### config.mk
export PLATFORM = sky130hd
export DESIGN_NAME = edge_scan
export DESIGN_NICKNAME = d
export VERILOG_FILES = /design/src/rtl/edge_scan_pkg.sv /design/src/rtl/edge_scan_walker.sv /design/src/rtl/edge_scan.sv
export SDC_FILE = /design/constraint.sdc
export NUM_CORES = 1
export LEC_CHECK = 0
export ABC_CLOCK_PERIOD_IN_PS = 7100
export BUFFER_PORTS_ARGS = -buffer_cell sky130_fd_sc_hd__buf_2
export CAP_MARGIN = 20
export CORE_AREA = 2 2 149 151
export DETAILED_ROUTE_END_ITERATION = 10
export DIE_AREA = 0 0 151 153
export PLACE_DENSITY = 0.66
export SETUP_SLACK_MARGIN = 0.5
export SYNTH_ARGS = -nofsm -noshare
export SYNTH_HDL_FRONTEND = slang
export SYNTH_SLANG_ARGS = --single-unit
### constraint.sdc
create_clock -name clk -period 7.1 [get_ports clk]
set_clock_uncertainty 0.1 [all_clocks]
set_input_delay 0.71 -clock clk [delete_from_list [all_inputs] [get_ports clk]]
set_output_delay 0.71 -clock clk [all_outputs]
set_load 0.005 [all_outputs]
### src/rtl/edge_scan_pkg.sv
// Shared types and helpers for the edge_scan window scanner.
package edge_scan_pkg;

  localparam int DIR_W = 2;

  typedef enum logic [1:0] {
    DIR_UP    = 2'd0,
    DIR_DOWN  = 2'd1,
    DIR_LEFT  = 2'd2,
    DIR_RIGHT = 2'd3
  } dir_t;

  typedef enum logic [2:0] {
    ST_IDLE  = 3'd0,
    ST_LOAD  = 3'd1,
    ST_REQ   = 3'd2,
    ST_WAIT  = 3'd3,
    ST_DONE  = 3'd4,
    ST_DRAIN = 3'd5
  } state_t;

  // Vertical scans walk along x first; horizontal scans walk along y first.
  function automatic logic dir_fast_is_x(input dir_t d);
    return (d == DIR_UP) || (d == DIR_DOWN);
  endfunction

  // UP and LEFT move the slow coordinate towards zero.
  function automatic logic dir_slow_dec(input dir_t d);
    return (d == DIR_UP) || (d == DIR_LEFT);
  endfunction

endpackage

### src/rtl/edge_scan_walker.sv
// Coordinate stepper: loads the start corner and advances fast/slow axes.
module scan_walker
  import edge_scan_pkg::*;
#(
  parameter int COORD_W  = 10,
  parameter int STRIDE_W = 3
) (
  input  logic                clk,
  input  logic                reset,
  input  logic                i_load,
  input  logic                i_step,
  input  logic [DIR_W-1:0]    i_dir,
  input  logic [COORD_W-1:0]  i_x0,
  input  logic [COORD_W-1:0]  i_y0,
  input  logic [COORD_W-1:0]  i_x1,
  input  logic [COORD_W-1:0]  i_y1,
  input  logic [STRIDE_W-1:0] i_stride,
  output logic [COORD_W-1:0]  o_cur_x,
  output logic [COORD_W-1:0]  o_cur_y,
  output logic                o_last
);

  localparam int EW = COORD_W + 1;

  dir_t               w_dir;
  logic [COORD_W-1:0] r_x, r_y;
  logic               w_fast_is_x, w_slow_dec;
  logic [COORD_W-1:0] w_fast_cur, w_fast_lo, w_fast_hi;
  logic [COORD_W-1:0] w_slow_cur, w_slow_lo, w_slow_hi;
  logic [EW-1:0]      w_stride, w_fast_sum, w_slow_next;
  logic               w_fast_ovf, w_slow_out;
  logic [COORD_W-1:0] w_next_fast, w_next_slow;
  logic [COORD_W-1:0] w_start_x, w_start_y;

  assign w_dir = dir_t'(i_dir);

  // Map x/y onto fast/slow axes and compute the next position and last flag.
  always_comb begin
    w_fast_is_x = dir_fast_is_x(w_dir);
    w_slow_dec  = dir_slow_dec(w_dir);
    if (w_fast_is_x) begin
      w_fast_cur = r_x;  w_fast_lo = i_x0; w_fast_hi = i_x1;
      w_slow_cur = r_y;  w_slow_lo = i_y0; w_slow_hi = i_y1;
    end else begin
      w_fast_cur = r_y;  w_fast_lo = i_y0; w_fast_hi = i_y1;
      w_slow_cur = r_x;  w_slow_lo = i_x0; w_slow_hi = i_x1;
    end
    // A zero stride would never advance, so it behaves as a stride of one.
    w_stride = (i_stride == {STRIDE_W{1'b0}}) ? {{(EW-1){1'b0}}, 1'b1}
                                              : {{(EW-STRIDE_W){1'b0}}, i_stride};
    w_fast_sum = {1'b0, w_fast_cur} + w_stride;
    w_fast_ovf = w_fast_sum > {1'b0, w_fast_hi};
    // One extra bit, treated as signed, so stepping below zero reads as -1.
    w_slow_next = w_slow_dec ? ({1'b0, w_slow_cur} - {{(EW-1){1'b0}}, 1'b1})
                             : ({1'b0, w_slow_cur} + {{(EW-1){1'b0}}, 1'b1});
    w_slow_out  = w_slow_dec ? ($signed(w_slow_next) < $signed({1'b0, w_slow_lo}))
                             : ($signed(w_slow_next) > $signed({1'b0, w_slow_hi}));
    w_next_fast = w_fast_ovf ? w_fast_lo : w_fast_sum[COORD_W-1:0];
    w_next_slow = w_fast_ovf ? w_slow_next[COORD_W-1:0] : w_slow_cur;
    case (w_dir)
      DIR_UP:    begin w_start_x = i_x0; w_start_y = i_y1; end
      DIR_DOWN:  begin w_start_x = i_x0; w_start_y = i_y0; end
      DIR_LEFT:  begin w_start_x = i_x1; w_start_y = i_y0; end
      DIR_RIGHT: begin w_start_x = i_x0; w_start_y = i_y0; end
      default:   begin w_start_x = i_x0; w_start_y = i_y0; end
    endcase
  end

  // Coordinate registers: load the start corner or take one scan step.
  always_ff @(posedge clk) begin
    if (reset) begin
      r_x <= {COORD_W{1'b0}};
      r_y <= {COORD_W{1'b0}};
    end else if (i_load) begin
      r_x <= w_start_x;
      r_y <= w_start_y;
    end else if (i_step) begin
      if (w_fast_is_x) begin
        r_x <= w_next_fast;
        r_y <= w_next_slow;
      end else begin
        r_x <= w_next_slow;
        r_y <= w_next_fast;
      end
    end
  end

  assign o_cur_x = r_x;
  assign o_cur_y = r_y;
  assign o_last  = w_fast_ovf && w_slow_out;

endmodule

### src/rtl/edge_scan.sv
// Window edge scanner: walks a window through the pixel cache until a pixel
// of the requested polarity is found or the window is exhausted.
module edge_scan
  import edge_scan_pkg::*;
#(
  parameter int COORD_W  = 10,
  parameter int STRIDE_W = 3,
  parameter int CNT_W    = 2 * COORD_W
) (
  input  logic                clk,
  input  logic                reset,
  input  logic                i_start,
  input  logic                i_abort,
  input  logic [COORD_W-1:0]  i_win_x0,
  input  logic [COORD_W-1:0]  i_win_y0,
  input  logic [COORD_W-1:0]  i_win_x1,
  input  logic [COORD_W-1:0]  i_win_y1,
  input  logic [DIR_W-1:0]    i_dir,
  input  logic                i_match_pol,
  input  logic [STRIDE_W-1:0] i_stride,
  output logic                o_busy,
  output logic                o_done,
  output logic                o_found,
  output logic                o_err,
  output logic [COORD_W-1:0]  o_hit_x,
  output logic [COORD_W-1:0]  o_hit_y,
  output logic [CNT_W-1:0]    o_checked,
  output logic                o_req_valid,
  input  logic                i_req_ready,
  output logic [COORD_W-1:0]  o_req_x,
  output logic [COORD_W-1:0]  o_req_y,
  input  logic                i_rsp_valid,
  input  logic                i_rsp_pixel
);

  state_t              r_state;
  logic [COORD_W-1:0]  r_x0, r_y0, r_x1, r_y1;
  logic [DIR_W-1:0]    r_dir;
  logic                r_pol;
  logic [STRIDE_W-1:0] r_stride;
  logic                r_busy, r_done, r_found, r_err, r_req_valid;
  logic [COORD_W-1:0]  r_hit_x, r_hit_y;
  logic [CNT_W-1:0]    r_checked;

  logic [COORD_W-1:0]  w_cur_x, w_cur_y;
  logic                w_last, w_win_bad, w_match, w_load, w_step;
  logic [CNT_W-1:0]    w_cnt_inc;

  assign w_win_bad = (r_x0 > r_x1) || (r_y0 > r_y1);
  assign w_match   = (i_rsp_pixel == r_pol);
  assign w_load    = (r_state == ST_LOAD) && !i_abort && !w_win_bad;
  assign w_step    = (r_state == ST_WAIT) && !i_abort && i_rsp_valid && !w_match && !w_last;
  assign w_cnt_inc = (&r_checked) ? r_checked : (r_checked + {{(CNT_W-1){1'b0}}, 1'b1});

  scan_walker #(
    .COORD_W  (COORD_W),
    .STRIDE_W (STRIDE_W)
  ) u_walker (
    .clk      (clk),
    .reset    (reset),
    .i_load   (w_load),
    .i_step   (w_step),
    .i_dir    (r_dir),
    .i_x0     (r_x0),
    .i_y0     (r_y0),
    .i_x1     (r_x1),
    .i_y1     (r_y1),
    .i_stride (r_stride),
    .o_cur_x  (w_cur_x),
    .o_cur_y  (w_cur_y),
    .o_last   (w_last)
  );

  // Scan control FSM with registered status and request outputs.
  always_ff @(posedge clk) begin
    if (reset) begin
      r_state     <= ST_IDLE;
      r_x0        <= {COORD_W{1'b0}};
      r_y0        <= {COORD_W{1'b0}};
      r_x1        <= {COORD_W{1'b0}};
      r_y1        <= {COORD_W{1'b0}};
      r_dir       <= {DIR_W{1'b0}};
      r_pol       <= 1'b0;
      r_stride    <= {STRIDE_W{1'b0}};
      r_busy      <= 1'b0;
      r_done      <= 1'b0;
      r_found     <= 1'b0;
      r_err       <= 1'b0;
      r_req_valid <= 1'b0;
      r_hit_x     <= {COORD_W{1'b0}};
      r_hit_y     <= {COORD_W{1'b0}};
      r_checked   <= {CNT_W{1'b0}};
    end else begin
      case (r_state)
        ST_IDLE, ST_DONE: begin
          if (i_start) begin
            r_state   <= ST_LOAD;
            r_x0      <= i_win_x0;
            r_y0      <= i_win_y0;
            r_x1      <= i_win_x1;
            r_y1      <= i_win_y1;
            r_dir     <= i_dir;
            r_pol     <= i_match_pol;
            r_stride  <= i_stride;
            r_busy    <= 1'b1;
            r_done    <= 1'b0;
            r_found   <= 1'b0;
            r_err     <= 1'b0;
            r_hit_x   <= {COORD_W{1'b0}};
            r_hit_y   <= {COORD_W{1'b0}};
            r_checked <= {CNT_W{1'b0}};
          end
        end
        ST_LOAD: begin
          if (i_abort) begin
            r_state <= ST_IDLE;
            r_busy  <= 1'b0;
          end else if (w_win_bad) begin
            r_state <= ST_DONE;
            r_err   <= 1'b1;
            r_done  <= 1'b1;
            r_busy  <= 1'b0;
          end else begin
            r_state     <= ST_REQ;
            r_req_valid <= 1'b1;
          end
        end
        ST_REQ: begin
          if (i_abort) begin
            r_state     <= ST_IDLE;
            r_busy      <= 1'b0;
            r_req_valid <= 1'b0;
          end else if (i_req_ready) begin
            r_state     <= ST_WAIT;
            r_req_valid <= 1'b0;
          end
        end
        ST_WAIT: begin
          if (i_abort) begin
            // A response landing with the abort is the outstanding one.
            if (i_rsp_valid) begin
              r_state <= ST_IDLE;
              r_busy  <= 1'b0;
            end else begin
              r_state <= ST_DRAIN;
            end
          end else if (i_rsp_valid) begin
            r_checked <= w_cnt_inc;
            if (w_match) begin
              r_state <= ST_DONE;
              r_found <= 1'b1;
              r_hit_x <= w_cur_x;
              r_hit_y <= w_cur_y;
              r_done  <= 1'b1;
              r_busy  <= 1'b0;
            end else if (w_last) begin
              r_state <= ST_DONE;
              r_done  <= 1'b1;
              r_busy  <= 1'b0;
            end else begin
              r_state     <= ST_REQ;
              r_req_valid <= 1'b1;
            end
          end
        end
        ST_DRAIN: begin
          if (i_rsp_valid) begin
            r_state <= ST_IDLE;
            r_busy  <= 1'b0;
          end
        end
        default: begin
          r_state     <= ST_IDLE;
          r_busy      <= 1'b0;
          r_req_valid <= 1'b0;
        end
      endcase
    end
  end

  assign o_busy      = r_busy;
  assign o_done      = r_done;
  assign o_found     = r_found;
  assign o_err       = r_err;
  assign o_hit_x     = r_hit_x;
  assign o_hit_y     = r_hit_y;
  assign o_checked   = r_checked;
  assign o_req_valid = r_req_valid;
  assign o_req_x     = w_cur_x;
  assign o_req_y     = w_cur_y;

endmodule
Word-level counts from Yosys, hierarchy flattened
Index checks and enable logic that the tools add are counted.

storage, ports and cells
  bits of input ports = 53
  register bits = 114

cells by class
  bitwise gates (word level) = 1
  equal/unequal tests = 26
  reduce and logical (&&, ||, !) cells = 34
  mux-type cells = 77
  $add $sub $neg = 4
  magnitude comparators = 5

operators with widths
  operator               count
  $mux 10                21
  $mux 20                4
  $pmux 10 s2            4
  $pmux 20 s2            1
  $mux 3                 12
  $mux 1                 28
  $ne 2x2->1 const B     12
  $add 20x1->20 const B  1
  $gt 10x10->1           2
  $reduce_and 20->1      1
  $pmux 3 s5             1
  $reduce_and 5->1       3
  $ne 3x3->1 const B     4
  $add 10x1->11 const B  1
  $add 10x11->11         1
  $gt 11x10->1           1
  $gt 11x11->1           1
  $lt 11x11->1           1
  $mux 11                1
  $sub 10x1->11 const B  1
  $reduce_or 3->1        3
  $reduce_and 4->1       2
  $reduce_and 8->1       1
  $logic_and 1x1->1      7
  other kinds (21)       33

Longest topological paths before layout
Gate-level depths: netlist of run 1.

  depth after elaboration = 13
  depth in mapped cells = 27

By module
From an unflattened synthesis of run 1, not the netlist that was laid out.

second synthesis, totals
  cell total of the unflattened synthesis = 949
  area, all modules = 7771.2 µm²

by module, submodules not included
  module       times used  cells each  area an instance (µm²)
  edge_scan    1           546         4316.6
  scan_walker  1           403         3454.6

Worst setup path before layout of run 1
Ideal clock, no wire load.

  path type = flip-flop to flip-flop
  start = register r_dir[1]
  end = register u_walker.r_x[0], in the netlist u_walker.o_cur_x[0]
  slack = 0.731 ns
  stages on the path, launching flop included = 28
  period minus slack after synthesis = 6.369 ns
  path buffers = 7
  data arrival time = 6.182 ns
  setup time = 0.087 ns
  path through = dfxtp_1 -> buf_6 -> clkbuf_1 -> buf_1 -> clkbuf_1 -> clkbuf_1 -> nand2_1 -> o21ai_0 -> ha_1 -> inv_1 -> fa_1 -> nand2b_1 -> a221oi_2 -> and2_0 -> buf_2 -> a211o_1 -> nand2_1 -> ha_1 -> nand2_1 -> a21oi_1 -> o41ai_1 -> a221oi_1 -> nor2_1 -> or4b_4 -> o21ai_4 -> nand2_2 -> buf_6 -> o31ai_1

between the ends
  longest elaborated chain between the ends = 11
  elaborated cells on any way between the ends = 31
  classes of those cells = add/sub: 3; order compare: 3; eq/ne: 3; mux: 14; reduce/logical: 8

RTL lines
  element                                                line                                                              RTL
  start, declared                                        edge_scan.sv:38                                                   logic [DIR_W-1:0] r_dir;
  start signal, assigned                                 edge_scan.sv:82                                                   r_dir <= {DIR_W{1'b0}};
  start signal, assigned                                 edge_scan.sv:102                                                  r_dir <= i_dir;
  $eq 2x1->1 / $logic_not 2->1 (equally long branches)   edge_scan_pkg.sv:24, edge_scan_walker.sv:60, edge_scan_pkg.sv:29
  $logic_or 1x1->1                                       edge_scan_pkg.sv:24                                               return (d == DIR_UP) || (d == DIR_DOWN);
  $mux 10                                                edge_scan_walker.sv:41                                            if (w_fast_is_x) begin
  $add 10x1->11 / $sub 10x1->11 (equally long branches)  edge_scan_walker.sv:55, edge_scan_walker.sv:54
  $mux 11                                                edge_scan_walker.sv:54                                            w_slow_next = w_slow_dec ? ({1'b0, w_slow_cur} - {{(EW-1){1'b0}}, 1'b1})
  $gt 11x11->1 / $lt 11x11->1 (equally long branches)    edge_scan_walker.sv:57, edge_scan_walker.sv:56
  $mux 1                                                 edge_scan_walker.sv:56                                            w_slow_out = w_slow_dec ? ($signed(w_slow_next) < $signed({1'b0, w_slow_lo}))
  $logic_and 1x1->1                                      edge_scan_walker.sv:90                                            assign o_last = w_fast_ovf && w_slow_out;
  $logic_not 1->1                                        edge_scan.sv:52                                                   assign w_step = (r_state == ST_WAIT) && !i_abort && i_rsp_valid && !w_match && !w_last;
  $logic_and 1x1->1                                      edge_scan.sv:52
  $reduce_bool 2->1 (no source line)                     --
  end signal, assigned                                   edge_scan_walker.sv:75                                            r_x <= w_start_x;
  end signal, assigned                                   edge_scan_walker.sv:79                                            r_x <= w_next_fast;
  end signal, assigned                                   edge_scan_walker.sv:82                                            r_x <= w_next_slow;
  end, declared                                          edge_scan_walker.sv:26                                            logic [COORD_W-1:0] r_x, r_y;

Parallel ways exist; a longest one is shown, timed or not. The select of a mux whose other input is x is not followed.
A chain may end at the register's enable or synchronous reset.

Final worst setup path of run 1
  start = register u_walker.r_x[0], in the netlist u_walker.o_cur_x[0]
  end = register u_walker.r_x[3], in the netlist u_walker.o_cur_x[3]

between the ends
  longest elaborated chain between the ends = 9
  elaborated cells on any way between the ends = 19
  classes of those cells = add/sub: 3; order compare: 3; mux: 9; reduce/logical: 4

RTL lines
  element                                                line                                            RTL
  start signal, assigned                                 edge_scan_walker.sv:72                          r_x <= {COORD_W{1'b0}};
  start signal, assigned                                 edge_scan_walker.sv:75
  start signal, assigned                                 edge_scan_walker.sv:79
  $mux 10                                                edge_scan_walker.sv:41
  $add 10x1->11 / $sub 10x1->11 (equally long branches)  edge_scan_walker.sv:55, edge_scan_walker.sv:54
  $mux 11                                                edge_scan_walker.sv:54
  $gt 11x11->1 / $lt 11x11->1 (equally long branches)    edge_scan_walker.sv:57, edge_scan_walker.sv:56
  $mux 1                                                 edge_scan_walker.sv:56
  $logic_and 1x1->1                                      edge_scan_walker.sv:90
  $logic_not 1->1                                        edge_scan.sv:52
  $logic_and 1x1->1                                      edge_scan.sv:52
  $reduce_bool 2->1 (no source line)                     --

Parallel ways exist; a longest one is shown, timed or not. The select of a mux whose other input is x is not followed.

==> run metrics, run 1 <==
status=completed; met1 wire length=12000 microns; largest net degree at the start of global routing=65; warning count from the yosys run=0; H-tree depth=4; routed wire length on met2=11100 microns; layout cells sized above 1=16.8%; power density over cell area=248 nW/um^2; core area=21500 sq um; net count after synthesis=1149; classification of the worst-slack hold path=flip-flop to flip-flop; transition at the pin with the smallest max-transition slack=985 ps; launch point of the worst hold path=o_hit_x[5]; count of flip-flops with a built-in enable after synthesis=0; overall die height=153 microns; Highest Signal Layer=met4; clock slew at the register clock pins of the worst setup and hold paths=60 ps; final slew viol count=0; Max IR drop VDD=159 uV; Post-Synthesis Cells=1036; global route total overflow=0; Antenna Nets Post-Route=0; Final Worst Setup Slack=1260 ps; number of hold-slack violations in the final timing report=0; post-CTS resize count=0; chip width=151 microns; count of antenna diodes in the layout=0; number of buffers added for setup after CTS=0; placement row count=54; mean instance size in the synthesized netlist=7.71 sq um; fraction of post-synthesis cell area in the top cell type by area=28.6%; critical path, cell by cell=inv_1, o21ai_0, ha_1, inv_1, fa_1, nand2b_1, a221oi_2, and2_0, a211o_1, nand2_1, ha_1, nand2_1, a21oi_1, o41ai_1, a221oi_1, buf_4, nor2_1, nor4b_1, a21boi_1, buf_4, nor2_2, mux2_2; latest clock arrival within the worst-skew pair=440 ps; Setup crit start kind=flip-flop; routability congestion estimate from global placement=0.939; DRC marker count from the first detailed-route iteration=762; part of the cycle the worst path needs=82.2%; Most used DFF post-synth=sky130_fd_sc_hd__dfxtp_1; clk root buf=sky130_fd_sc_hd__clkbuf_16; starting utilization of the core area=37.2%; leading cell types in the layout, fill and taps excluded=178 x sky130_fd_sc_hd__nand2_1, 116 x sky130_fd_sc_hd__buf_2, 113 x sky130_fd_sc_hd__dfxtp_1, 107 x sky130_fd_sc_hd__a21oi_1, 63 x sky130_fd_sc_hd__nor2_1; maximum achievable frequency=171 MHz; non-filler instance count after layout=1409; sequential share of the synthesized area=28.6%; unrepaired setup endpoints after global routing=no; IO Count=118; detailed-routed wire length on met3=2330 microns; capture point of the worst reg-to-reg path=u_walker.o_cur_x[3]; TritonCTS clock tree=yes; number of antenna violations at the first check in global routing=0; TritonCTS buffer count=17; DPL Wire Length=19500 microns; DIE AREA=23100 sq um; vias in the first global route=7209; GRT Total Usage=22.5%; layout overhead on the synthesized area=16.6%; final design instance area without fill=9320 sq um; Vias per Instance=5.69; Worst Reg-to-Reg Cells=22; hold bufs inserted after CTS=0; routed wirelength normalized by instance count=18.6 microns; DR vias=8022; buffers added on ports=117; crit path max-delay cell type=sky130_fd_sc_hd__nor4b_1; largest buffer count on any clock path=2; number of logic stages on the critical path including buffering=22; placement-stage cell area=8740 sq um; termination of the worst setup path=u_walker.o_cur_x[3]; crit path capture type=flip-flop; Num Clock Sinks=114; Netlist cell types=73; critical path type=flip-flop to flip-flop; remaining max-slew budget at the tightest pin=34.3%; max-capacitance violation count=0; drt drc=0; Critical Path Start=u_walker.o_cur_x[0]; Final Routed Wirelength=26200 microns; signal arrival time at the worst endpoint=6060 ps; worst path bufs/invs=4; worst setup slack before clock tree synthesis=1440 ps; worst path required time=7320 ps; RR Startpoint=u_walker.o_cur_x[0]; leakage power=3.74 nW; CP peak stage delay=690 ps; cell area after synthesis=7990 sq um; Yosys top cell by area=sky130_fd_sc_hd__dfxtp_1; FFs w/ async S/R, synth=0%; leading cell types by total area after synthesis=sky130_fd_sc_hd__dfxtp_1 29%, sky130_fd_sc_hd__ha_1 9.1%, sky130_fd_sc_hd__nand2_1 8.4%; leading cell type in the layout, fill and taps excluded=sky130_fd_sc_hd__nand2_1; dpl cells=1376; Final min period=5840 ps; setup violators final=0; reg-to-reg slack, setup=1260 ps; first-pass detailed-route iteration total=8; FF+latch count, synth=114; crit-path leading delay family=simple AND/OR/NAND/NOR gates; total negative slack for setup checks=0 ps; net count reported at finish=1229; first-pass GRT wire length=40100 microns; maximum fanout along the worst path=13
[cells in the mapped netlist (all sizes together), types with 6 or more instances]
library cell and number:
a2111oi 21, a211oi 16, a21o 12, a21oi 107, and3 9, buf 7
clkbuf 60, dfxtp 114, ha 58, inv 47, mux2 15, mux2i 42
nand2 179, nand2b 9, nand3 42, nand4 16, nor2 64, nor2b 11
nor3 17, nor4 6, o211ai 9, o21ai 54, o31ai 7, or3 6
xnor2 14, xor2 19
[worst register-to-register path, delay by kind of cell, from the launching register on]
| family | cells | cell delay [ps] |
|---|---|---|
| AO/OA/AOI/OAI | 7 | 1550 |
| flip-flops | 1 | 420 |
| AND/OR/NAND/NOR | 7 | 1800 |
| multiplexers | 1 | 370 |
| buffers and inverters | 4 | 600 |
| adder cells (fa/ha/maj) | 3 | 890 |
[logic make-up after synthesis]
| kind of cell | share of synthesized area [%] |
|---|---|
| muxes | 8.83 |
| xor gates and xnor gates | 4.20 |
| AOI/OAI and AO/OA | 22.1 |
| adders and majority gates | 9.71 |
| DFF | 28.6 |
| buffers and inverters | 5.64 |
| and+or+nand+nor | 21.0 |
[sequential cells by signal, summed over array words and instances, names as in the netlist, 3 cells and up]
register and cells:
r_x0 10, u_walker.o_cur_x 10, o_hit_x 10, o_hit_y 10
r_stride 3, r_y0 10, u_walker.o_cur_y 10, r_x1 10
o_checked 20, r_state 3, r_y1 10
[worst min path at each step]
stage / cells after the start / slack (ps) / end
3_5_place_dp: 2 / 340 / o_hit_x[5]
2_1_floorplan: 2 / 330 / r_stride[0]
3_3_place_gp: 2 / 340 / o_hit_x[9]
4_1_cts: 2 / 350 / o_hit_x[5]
6_report: 2 / 350 / o_hit_x[5]
5_1_grt: 2 / 370 / o_hit_y[2]
[report_power, final]
part | internal (W) | switching (W) | leakage (nW) | total (W)
Clock | 0.000477 | 0.000362 | 0.270 | 0.000839
Combinational | 0.000286 | 0.000447 | 2.55 | 0.000733
Sequential | 0.000672 | 0.0000628 | 0.927 | 0.000734
Total | 0.00143 | 0.000872 | 3.74 | 0.00231
[through the flow]
step / utilization, % / hold slack, ps / power [W]
floorplan: - / 333 / 0.00125
global placement: 40.7 / 338 / 0.00146
detailed placement: 40.7 / 340 / 0.00146
CTS: 43.3 / 349 / 0.00230
global route: 43.4 / 369 / 0.00242
finish: 43.4 / 346 / 0.00231
[layout make-up]
class                      instances  area [sq um]
clock buffer                      18           450
tap                              280           350
inverter                          48           180
multi-input combinational        807          5260
sequential                       114          2290
timing repair buffer             128           671
clock inverter                    14           119
fill                            2240         12200
[metal layers]
layer  vias up  global-route usage, %
met1      3717                   31.4
met4         0                   7.70
met2       364                   33.4
met5         -                      0
li1       3876                      -
met3        65                   5.91
Note: power is estimated with default switching activity, not from simulation.
==> run 2, diff against run 1 <==
--- a/config.mk
+++ b/config.mk
@@ -5,13 +5,13 @@
 export SDC_FILE = /design/constraint.sdc
 export NUM_CORES = 1
 export LEC_CHECK = 0
-export ABC_CLOCK_PERIOD_IN_PS = 7100
+export ABC_CLOCK_PERIOD_IN_PS = 4900
 export BUFFER_PORTS_ARGS = -buffer_cell sky130_fd_sc_hd__buf_2
 export CAP_MARGIN = 20
 export CORE_AREA = 2 2 149 151
 export DETAILED_ROUTE_END_ITERATION = 10
 export DIE_AREA = 0 0 151 153
-export PLACE_DENSITY = 0.66
+export PLACE_DENSITY = 0.68
 export SETUP_SLACK_MARGIN = 0.5
 export SYNTH_ARGS = -nofsm -noshare
 export SYNTH_HDL_FRONTEND = slang
==> constraint.sdc (replaced) <==
create_clock -name clk -period 4.9 [get_ports clk]
set_clock_uncertainty 0.1 [all_clocks]
set_input_delay 0.49 -clock clk [delete_from_list [all_inputs] [get_ports clk]]
set_output_delay 0.49 -clock clk [all_outputs]
set_load 0.005 [all_outputs]
==> run 2 against run 1 <==
Effect of this change:
- via count rose by 5.6%
- non-clock buffer count increased by 61
- critical path depth fell by 2
- critical endpoint is now u_walker.o_cur_y[7]
- highest routed layer unchanged
==> run metrics, run 2 (synthesis results as in run 1) <==
status=completed; final slew viol count=0 (unchanged); TritonCTS buffer count=17 (unchanged); remaining max-slew budget at the tightest pin=33.6% (-0.75 points); clk root buf=sky130_fd_sc_hd__clkbuf_16; switching part of the total power=37.0% (-0.82 points); worst hold slack across all endpoints=193 ps (-153 ps); number of inserted filler cells in the final layout=2113 (-5.7%); largest net degree at the start of global routing=67 (+3.1%); final design instance area without fill=10200 sq um (+9.7%); worst setup slack before clock tree synthesis=-16.9 ps (-1460 ps); routed wirelength normalized by instance count=19.1 microns (+2.6%); IO Count=118 (unchanged); Final min period=4680 ps (-1160 ps); classification of the worst-slack hold path=primary input to flip-flop; DPL Wire Length=20600 microns (+5.7%); Int Power=0.00234 W (+63%); crit path capture type=flip-flop; layout cells sized above 1=25.3% (+8.4 points); number of antenna violations at the first check in global routing=0 (unchanged); GRT Total Usage=23.9% (+1.4 points); DIE AREA=23100 sq um (unchanged); Max IR drop VDD=279 uV (+75%); first-pass detailed-route iteration total=5 (-3); worst path required time=5130 ps (-2190 ps); setup violators final=0 (unchanged); termination of the worst setup path=u_walker.o_cur_y[7]; Setup crit start kind=flip-flop; DR vias=8473 (+5.6%); footprint of the multi-input gates=5650 sq um (+7.3%); Largest register FFs=20 (unchanged); overall die height=153 microns (unchanged); count of antenna diodes in the layout=0 (unchanged); Critical Path Start=r_dir[1]; clock slew at the register clock pins of the worst setup and hold paths=60 ps (about the same); RR Startpoint=r_dir[1]; chip width=151 microns (unchanged); Final Worst Setup Slack=225 ps (-1040 ps); Worst Reg-to-Reg Cells=20 (-9.1%); clock network fraction of total power=34.3% (-2.1 points); Final Routed Wirelength=28100 microns (+7.1%); leading cell types in the layout, fill and taps excluded=175 x sky130_fd_sc_hd__nand2_1, 116 x sky130_fd_sc_hd__buf_2, 111 x sky130_fd_sc_hd__dfxtp_1, 103 x sky130_fd_sc_hd__a21oi_1, 67 x sky130_fd_sc_hd__buf_4; leading cell type in the layout, fill and taps excluded=sky130_fd_sc_hd__nand2_1; maximum fanout along the worst path=6 (-7); H-tree depth=4 (unchanged); buffers added on ports=117 (unchanged); power density over cell area=364 nW/um^2 (+47%); core area=21500 sq um (unchanged); first-pass GRT wire length=43000 microns (+7.1%); switching power=0.00137 W (+58%); largest buffer count on any clock path=2 (unchanged); leakage power=4.21 nW (+12%); unrepaired setup endpoints after global routing=yes; capture point of the worst reg-to-reg path=u_walker.o_cur_y[7]; TritonCTS clock tree=yes; vias in the first global route=7833 (+8.7%); drt drc=0 (unchanged); DRC marker count from the first detailed-route iteration=831 (+9.1%); launch point of the worst hold path=i_win_y1[4]; global route total overflow=0 (unchanged); placement row count=54 (unchanged); max-capacitance violation count=0 (unchanged); reg-to-reg slack, setup=220 ps (-1040 ps); sequential cell area in the final layout=2290 sq um (+0.11%); signal arrival time at the worst endpoint=4910 ps (-1150 ps); starting utilization of the core area=37.2% (unchanged); Num Clock Sinks=114 (unchanged); routability congestion estimate from global placement=1.02 (+9.1%); placement-stage cell area=9080 sq um (+3.8%); Antenna Nets Post-Route=0 (unchanged); portion of total power attributed to sequential cells=28.3% (-3.5 points); latest clock arrival within the worst-skew pair=430 ps (about the same); critical path type=flip-flop to flip-flop; layout overhead on the synthesized area=27.9%; net count reported at finish=1291 (+5.0%); part of the cycle the worst path needs=95.4% (+13 points); number of hold-slack violations in the final timing report=0 (unchanged); maximum achievable frequency=214 MHz (+25%); transition at the pin with the smallest max-transition slack=996 ps (+11.2 ps); hold bufs inserted after CTS=0 (unchanged); Vias per Instance=5.76 (+1.2%); Logic pwr share=37.5% (+5.7 points)
run 2: worst max-delay path: stages (launching register included):
cell and delay (ps):
sky130_fd_sc_hd__dfxtp_4 360, sky130_fd_sc_hd__buf_6 130, sky130_fd_sc_hd__o21ai_2 110, sky130_fd_sc_hd__ha_2 200, sky130_fd_sc_hd__inv_2 40, sky130_fd_sc_hd__fa_2 350
sky130_fd_sc_hd__nand2b_4 160, sky130_fd_sc_hd__a221oi_4 400, sky130_fd_sc_hd__and2_4 240, sky130_fd_sc_hd__a211o_1 160, sky130_fd_sc_hd__nand2_2 70, sky130_fd_sc_hd__ha_4 280
sky130_fd_sc_hd__nand2_4 60, sky130_fd_sc_hd__a21oi_4 140, sky130_fd_sc_hd__o41ai_4 110, sky130_fd_sc_hd__a221oi_2 350, sky130_fd_sc_hd__nor2_2 130, sky130_fd_sc_hd__or4b_4 540
sky130_fd_sc_hd__o21ai_4 240, sky130_fd_sc_hd__nand2_4 130, sky130_fd_sc_hd__a311oi_2 280
run 2: layout make-up:
type,count,share of cell area (%)
tap,280,3.43
inverter,48,1.76
timing repair buffer,189,11.3
sequential,114,22.4
clock buffer,17,4.16
multi-input combinational,808,55.3
clock inverter,15,1.70
run 2: per-stage QoR:
stage	setup TNS (ps)	power (W)	utilization (%)	cells
final	0	0.00372	47.6	1471
after global placement	0	0.00219	42.2	1415
after floorplan	-2380	0.00182	-	1036
after global routing	0	0.00389	47.6	1471
after CTS	0	0.00359	46.4	1462
after detailed placement	-16.9	0.00220	42.2	1415
run 2: repair_timing:
item	in CTS	in global routing
pin swaps	19	26
gates resized for setup	52	45
buffers inserted	14	9
gates cloned	1	0
endpoints found under the hold margin	0	0
endpoints found under the setup margin	25	25
run 2: metal layers:
metal  vias up  wire length (microns)  GRT usage [%]  share of wire [%]
li1       4011                      -              -                  -
met1      3988                  12400           33.0                 44
met2       412                  12300           36.1                 44
met3        62                   2430           5.31                8.6
met4         0                   1020           9.03                3.6
met5         -                      0              0                  0
run 2: power by group through the flow:
| stage | registers, W | clock network (W) | logic, W |
|---|---|---|---|
| floorplan | 0.00103 | 0 | 0.000788 |
| CTS | 0.00105 | 0.00129 | 0.00125 |
| detailed placement | 0.00107 | 0 | 0.00113 |
| global route | 0.00106 | 0.00133 | 0.00150 |
| global placement | 0.00107 | 0 | 0.00112 |
| finish | 0.00105 | 0.00127 | 0.00139 |
run 2: how the worst min path moves through the flow:
stage	to	slack, ps	cells past startpoint
detailed placement	o_hit_y[9]	340	2
CTS	r_x0[0]	190	3
finish	r_y1[4]	190	3
global placement	o_hit_y[9]	340	2
global route	r_y0[7]	200	3
floorplan	r_stride[0]	330	2
==> run 3, diff against run 2 <==
--- a/config.mk
+++ b/config.mk
@@ -5,13 +5,13 @@
 export SDC_FILE = /design/constraint.sdc
 export NUM_CORES = 1
 export LEC_CHECK = 0
-export ABC_CLOCK_PERIOD_IN_PS = 4900
+export ABC_CLOCK_PERIOD_IN_PS = 5700
 export BUFFER_PORTS_ARGS = -buffer_cell sky130_fd_sc_hd__buf_2
 export CAP_MARGIN = 20
 export CORE_AREA = 2 2 149 151
 export DETAILED_ROUTE_END_ITERATION = 10
 export DIE_AREA = 0 0 151 153
-export PLACE_DENSITY = 0.68
+export PLACE_DENSITY = 0.66
 export SETUP_SLACK_MARGIN = 0.5
 export SYNTH_ARGS = -nofsm -noshare
 export SYNTH_HDL_FRONTEND = slang
==> constraint.sdc (replaced) <==
create_clock -name clk -period 5.7 [get_ports clk]
set_clock_uncertainty 0.1 [all_clocks]
set_input_delay 0.57 -clock clk [delete_from_list [all_inputs] [get_ports clk]]
set_output_delay 0.57 -clock clk [all_outputs]
set_load 0.005 [all_outputs]
==> run 3 against run 2 <==
Effect of this change:
- design area decreased by 6.9%
- worst setup slack improved by 470 ps
- die area unchanged
- power decreased by 19%
- critical path depth unchanged
- clock power decreased by 12%
- register-to-register slack improved by 470 ps
- sequential share of layout area increased by 1.6 points
- flip-flop and latch count unchanged
- global-route usage decreased by 0.93 points
- critical path type unchanged
- via count decreased by 5.2%
- fmax decreased by 6.6%
- largest cell class unchanged
==> run metrics, run 3 (synthesis results as in run 1) <==
classification of the worst-slack hold path=primary input to flip-flop; maximum achievable frequency=200 MHz (-6.6%); worst path required time=5950 ps (+820 ps); total negative slack for setup checks=0 ps (unchanged); Max IR drop VDD=216 uV (-23%); net count reported at finish=1242 (-3.8%); Final Routed Wirelength=26600 microns (-5.4%); status=completed; portion of total power attributed to sequential cells=30.2% (+1.9 points); buffers added on ports=117 (unchanged); critical path, cell by cell=inv_1, o21ai_1, ha_1, inv_1, fa_1, nand2b_4, a221oi_2, and2_2, a211o_1, nand2_1, ha_1, nand2_1, nor4_1, a221oi_2, nor2_2, buf_4, a2111oi_0, a2111oi_0, o21ai_0, o21ai_0; latest clock arrival within the worst-skew pair=430 ps (about the same); number of hold-slack violations in the final timing report=0 (unchanged); GRT Total Usage=22.9% (-0.93 points); number of inserted filler cells in the final layout=2168 (+2.6%); Final min period=5010 ps (+330 ps); DR vias=8036 (-5.2%); leading cell types in the layout, fill and taps excluded=178 x sky130_fd_sc_hd__nand2_1, 116 x sky130_fd_sc_hd__buf_2, 112 x sky130_fd_sc_hd__dfxtp_1, 107 x sky130_fd_sc_hd__a21oi_1, 62 x sky130_fd_sc_hd__nor2_1; overall die height=153 microns (unchanged); switching power=0.00108 W (-21%); Logic pwr share=32.7% (-4.8 points); CP peak stage delay=600 ps (+60 ps); DIE AREA=23100 sq um (unchanged); Vias per Instance=5.65 (-1.9%); layout overhead on the synthesized area=19.1%; Worst Reg-to-Reg Cells=20 (unchanged); reg-to-reg slack, setup=690 ps (+470 ps); global route total overflow=0 (unchanged); IO Count=118 (unchanged); power density over cell area=317 nW/um^2 (-13%); largest net degree at the start of global routing=52 (-22%); max-capacitance violation count=0 (unchanged); switching part of the total power=35.9% (-1.1 points); placement row count=54 (unchanged); transition at the pin with the smallest max-transition slack=1120 ps (+125 ps); crit path capture type=flip-flop; remaining max-slew budget at the tightest pin=25.3% (-8.3 points); signal arrival time at the worst endpoint=5260 ps (+350 ps); footprint of the multi-input gates=5310 sq um (-6.0%); capture point of the worst reg-to-reg path=u_walker.o_cur_x[1]; count of antenna diodes in the layout=0 (unchanged); TritonCTS buffer count=17 (unchanged); Antenna Nets Post-Route=0 (unchanged); sequential cell area in the final layout=2290 sq um (about the same); chip width=151 microns (unchanged); leading cell type in the layout, fill and taps excluded=sky130_fd_sc_hd__nand2_1; number of antenna violations at the first check in global routing=0 (unchanged); DPL Wire Length=19900 microns (-3.5%); first-pass detailed-route iteration total=5 (unchanged); maximum fanout along the worst path=8 (+2); endpoint of the worst hold path=r_y0[1]; routed wirelength normalized by instance count=18.7 microns (-2.1%); clock network fraction of total power=37.1% (+2.8 points); clk root buf=sky130_fd_sc_hd__clkbuf_16; largest buffer count on any clock path=2 (unchanged); crit-path leading delay family=compound AO/OA/AOI/OAI gates; Largest register FFs=20 (unchanged); drt drc=0 (unchanged); vias in the first global route=7378 (-5.8%); part of the cycle the worst path needs=87.8% (-7.6 points); starting utilization of the core area=37.2% (unchanged); DRC marker count from the first detailed-route iteration=708 (-15%); H-tree depth=4 (unchanged); worst hold slack across all endpoints=279 ps (+86.2 ps); core area=21500 sq um (unchanged); Setup crit start kind=flip-flop; Int Power=0.00193 W (-18%); launch point of the worst hold path=i_win_y0[1]; critical path type=flip-flop to flip-flop; clock slew at the register clock pins of the worst setup and hold paths=60 ps (about the same); Num Clock Sinks=114 (unchanged); setup violators final=0 (unchanged); layout cells sized above 1=18.6% (-6.7 points); crit path max-delay cell type=sky130_fd_sc_hd__a2111oi_0; unrepaired setup endpoints after global routing=yes; first-pass GRT wire length=41400 microns (-3.7%); final slew viol count=0 (unchanged); number of cells on the worst hold path=3 (unchanged); TritonCTS clock tree=yes; worst path bufs/invs=3 (+1); leakage power=3.86 nW (-8.1%); RR Startpoint=u_walker.o_cur_x[0]; routability congestion estimate from global placement=0.952 (-7.1%)
==> run 3: metal layers <==
layer | up-vias | wire [microns] | track usage, % | part of all wire [%]
met2 | 353 | 11500 | 34.4 | 43
met3 | 54 | 2160 | 4.54 | 8.1
li1 | 3898 | - | - | -
met4 | 0 | 900 | 8.59 | 3.4
met1 | 3731 | 12100 | 32.4 | 45
met5 | - | 0 | 0 | 0
==> run 3: final cells by class <==
type                    count  share of cell area [%]
well taps                 280                    3.68
repair buffers            141                    8.11
inverters                  48                    1.89
clock buffers              18                    4.61
clock inverters            14                    1.87
flip-flops and latches    114                    24.0
multi-input cells         807                    55.8
==> run 3: worst register-to-register path, cell delays in order, from the launching register on <==
cell	delay, ps
sky130_fd_sc_hd__dfxtp_1	440
sky130_fd_sc_hd__inv_1	110
sky130_fd_sc_hd__o21ai_1	130
sky130_fd_sc_hd__ha_1	180
sky130_fd_sc_hd__inv_1	60
sky130_fd_sc_hd__fa_1	400
sky130_fd_sc_hd__nand2b_4	170
sky130_fd_sc_hd__a221oi_2	340
sky130_fd_sc_hd__and2_2	270
sky130_fd_sc_hd__a211o_1	150
sky130_fd_sc_hd__nand2_1	70
sky130_fd_sc_hd__ha_1	310
sky130_fd_sc_hd__nand2_1	70
sky130_fd_sc_hd__nor4_1	460
sky130_fd_sc_hd__a221oi_2	190
sky130_fd_sc_hd__nor2_2	220
sky130_fd_sc_hd__buf_4	230
sky130_fd_sc_hd__a2111oi_0	120
sky130_fd_sc_hd__a2111oi_0	600
sky130_fd_sc_hd__o21ai_0	200
sky130_fd_sc_hd__o21ai_0	110
==> run 3: per-stage QoR <==
stage	area [sq um]	power (W)	worst slack, ps	cells	util, %
2_1_floorplan	8050	0.00156	509	1036	-
3_3_place_gp	8850	0.00187	683	1388	41.2
6_report	9520	0.00301	695	1422	44.3
3_5_place_dp	8850	0.00187	542	1388	41.2
5_1_grt	9520	0.00316	443	1422	44.3
4_1_cts	9470	0.00299	520	1420	44.1
==> run 3: power groups by stage <==
| stage | registers (W) | clock network [W] | logic, W |
|---|---|---|---|
| final | 0.000911 | 0.00112 | 0.000984 |
| after global routing | 0.000916 | 0.00117 | 0.00107 |
| after CTS | 0.000910 | 0.00113 | 0.000951 |
| after detailed placement | 0.000927 | 0 | 0.000943 |
| after global placement | 0.000925 | 0 | 0.000940 |
| after floorplan | 0.000889 | 0 | 0.000672 |
==> run 3: repair_timing <==
action	4_1_cts	5_1_grt
endpoints found under the hold margin	0	0
buffers inserted	0	2
endpoints found under the setup margin	0	22
hold buffers	0	0
gates resized for setup	0	9
==> run 3: worst max path at each step <==
stage / startpoint / to / depth (start not counted)
6_report: u_walker.o_cur_x[0] / u_walker.o_cur_x[1] / 20
5_1_grt: u_walker.o_cur_x[0] / u_walker.o_cur_x[6] / 21
3_5_place_dp: r_dir[1] / u_walker.o_cur_y[7] / 20
4_1_cts: r_dir[1] / u_walker.o_cur_y[7] / 20
2_1_floorplan: r_dir[1] / u_walker.o_cur_x[0] / 27
3_3_place_gp: r_dir[1] / u_walker.o_cur_x[6] / 20
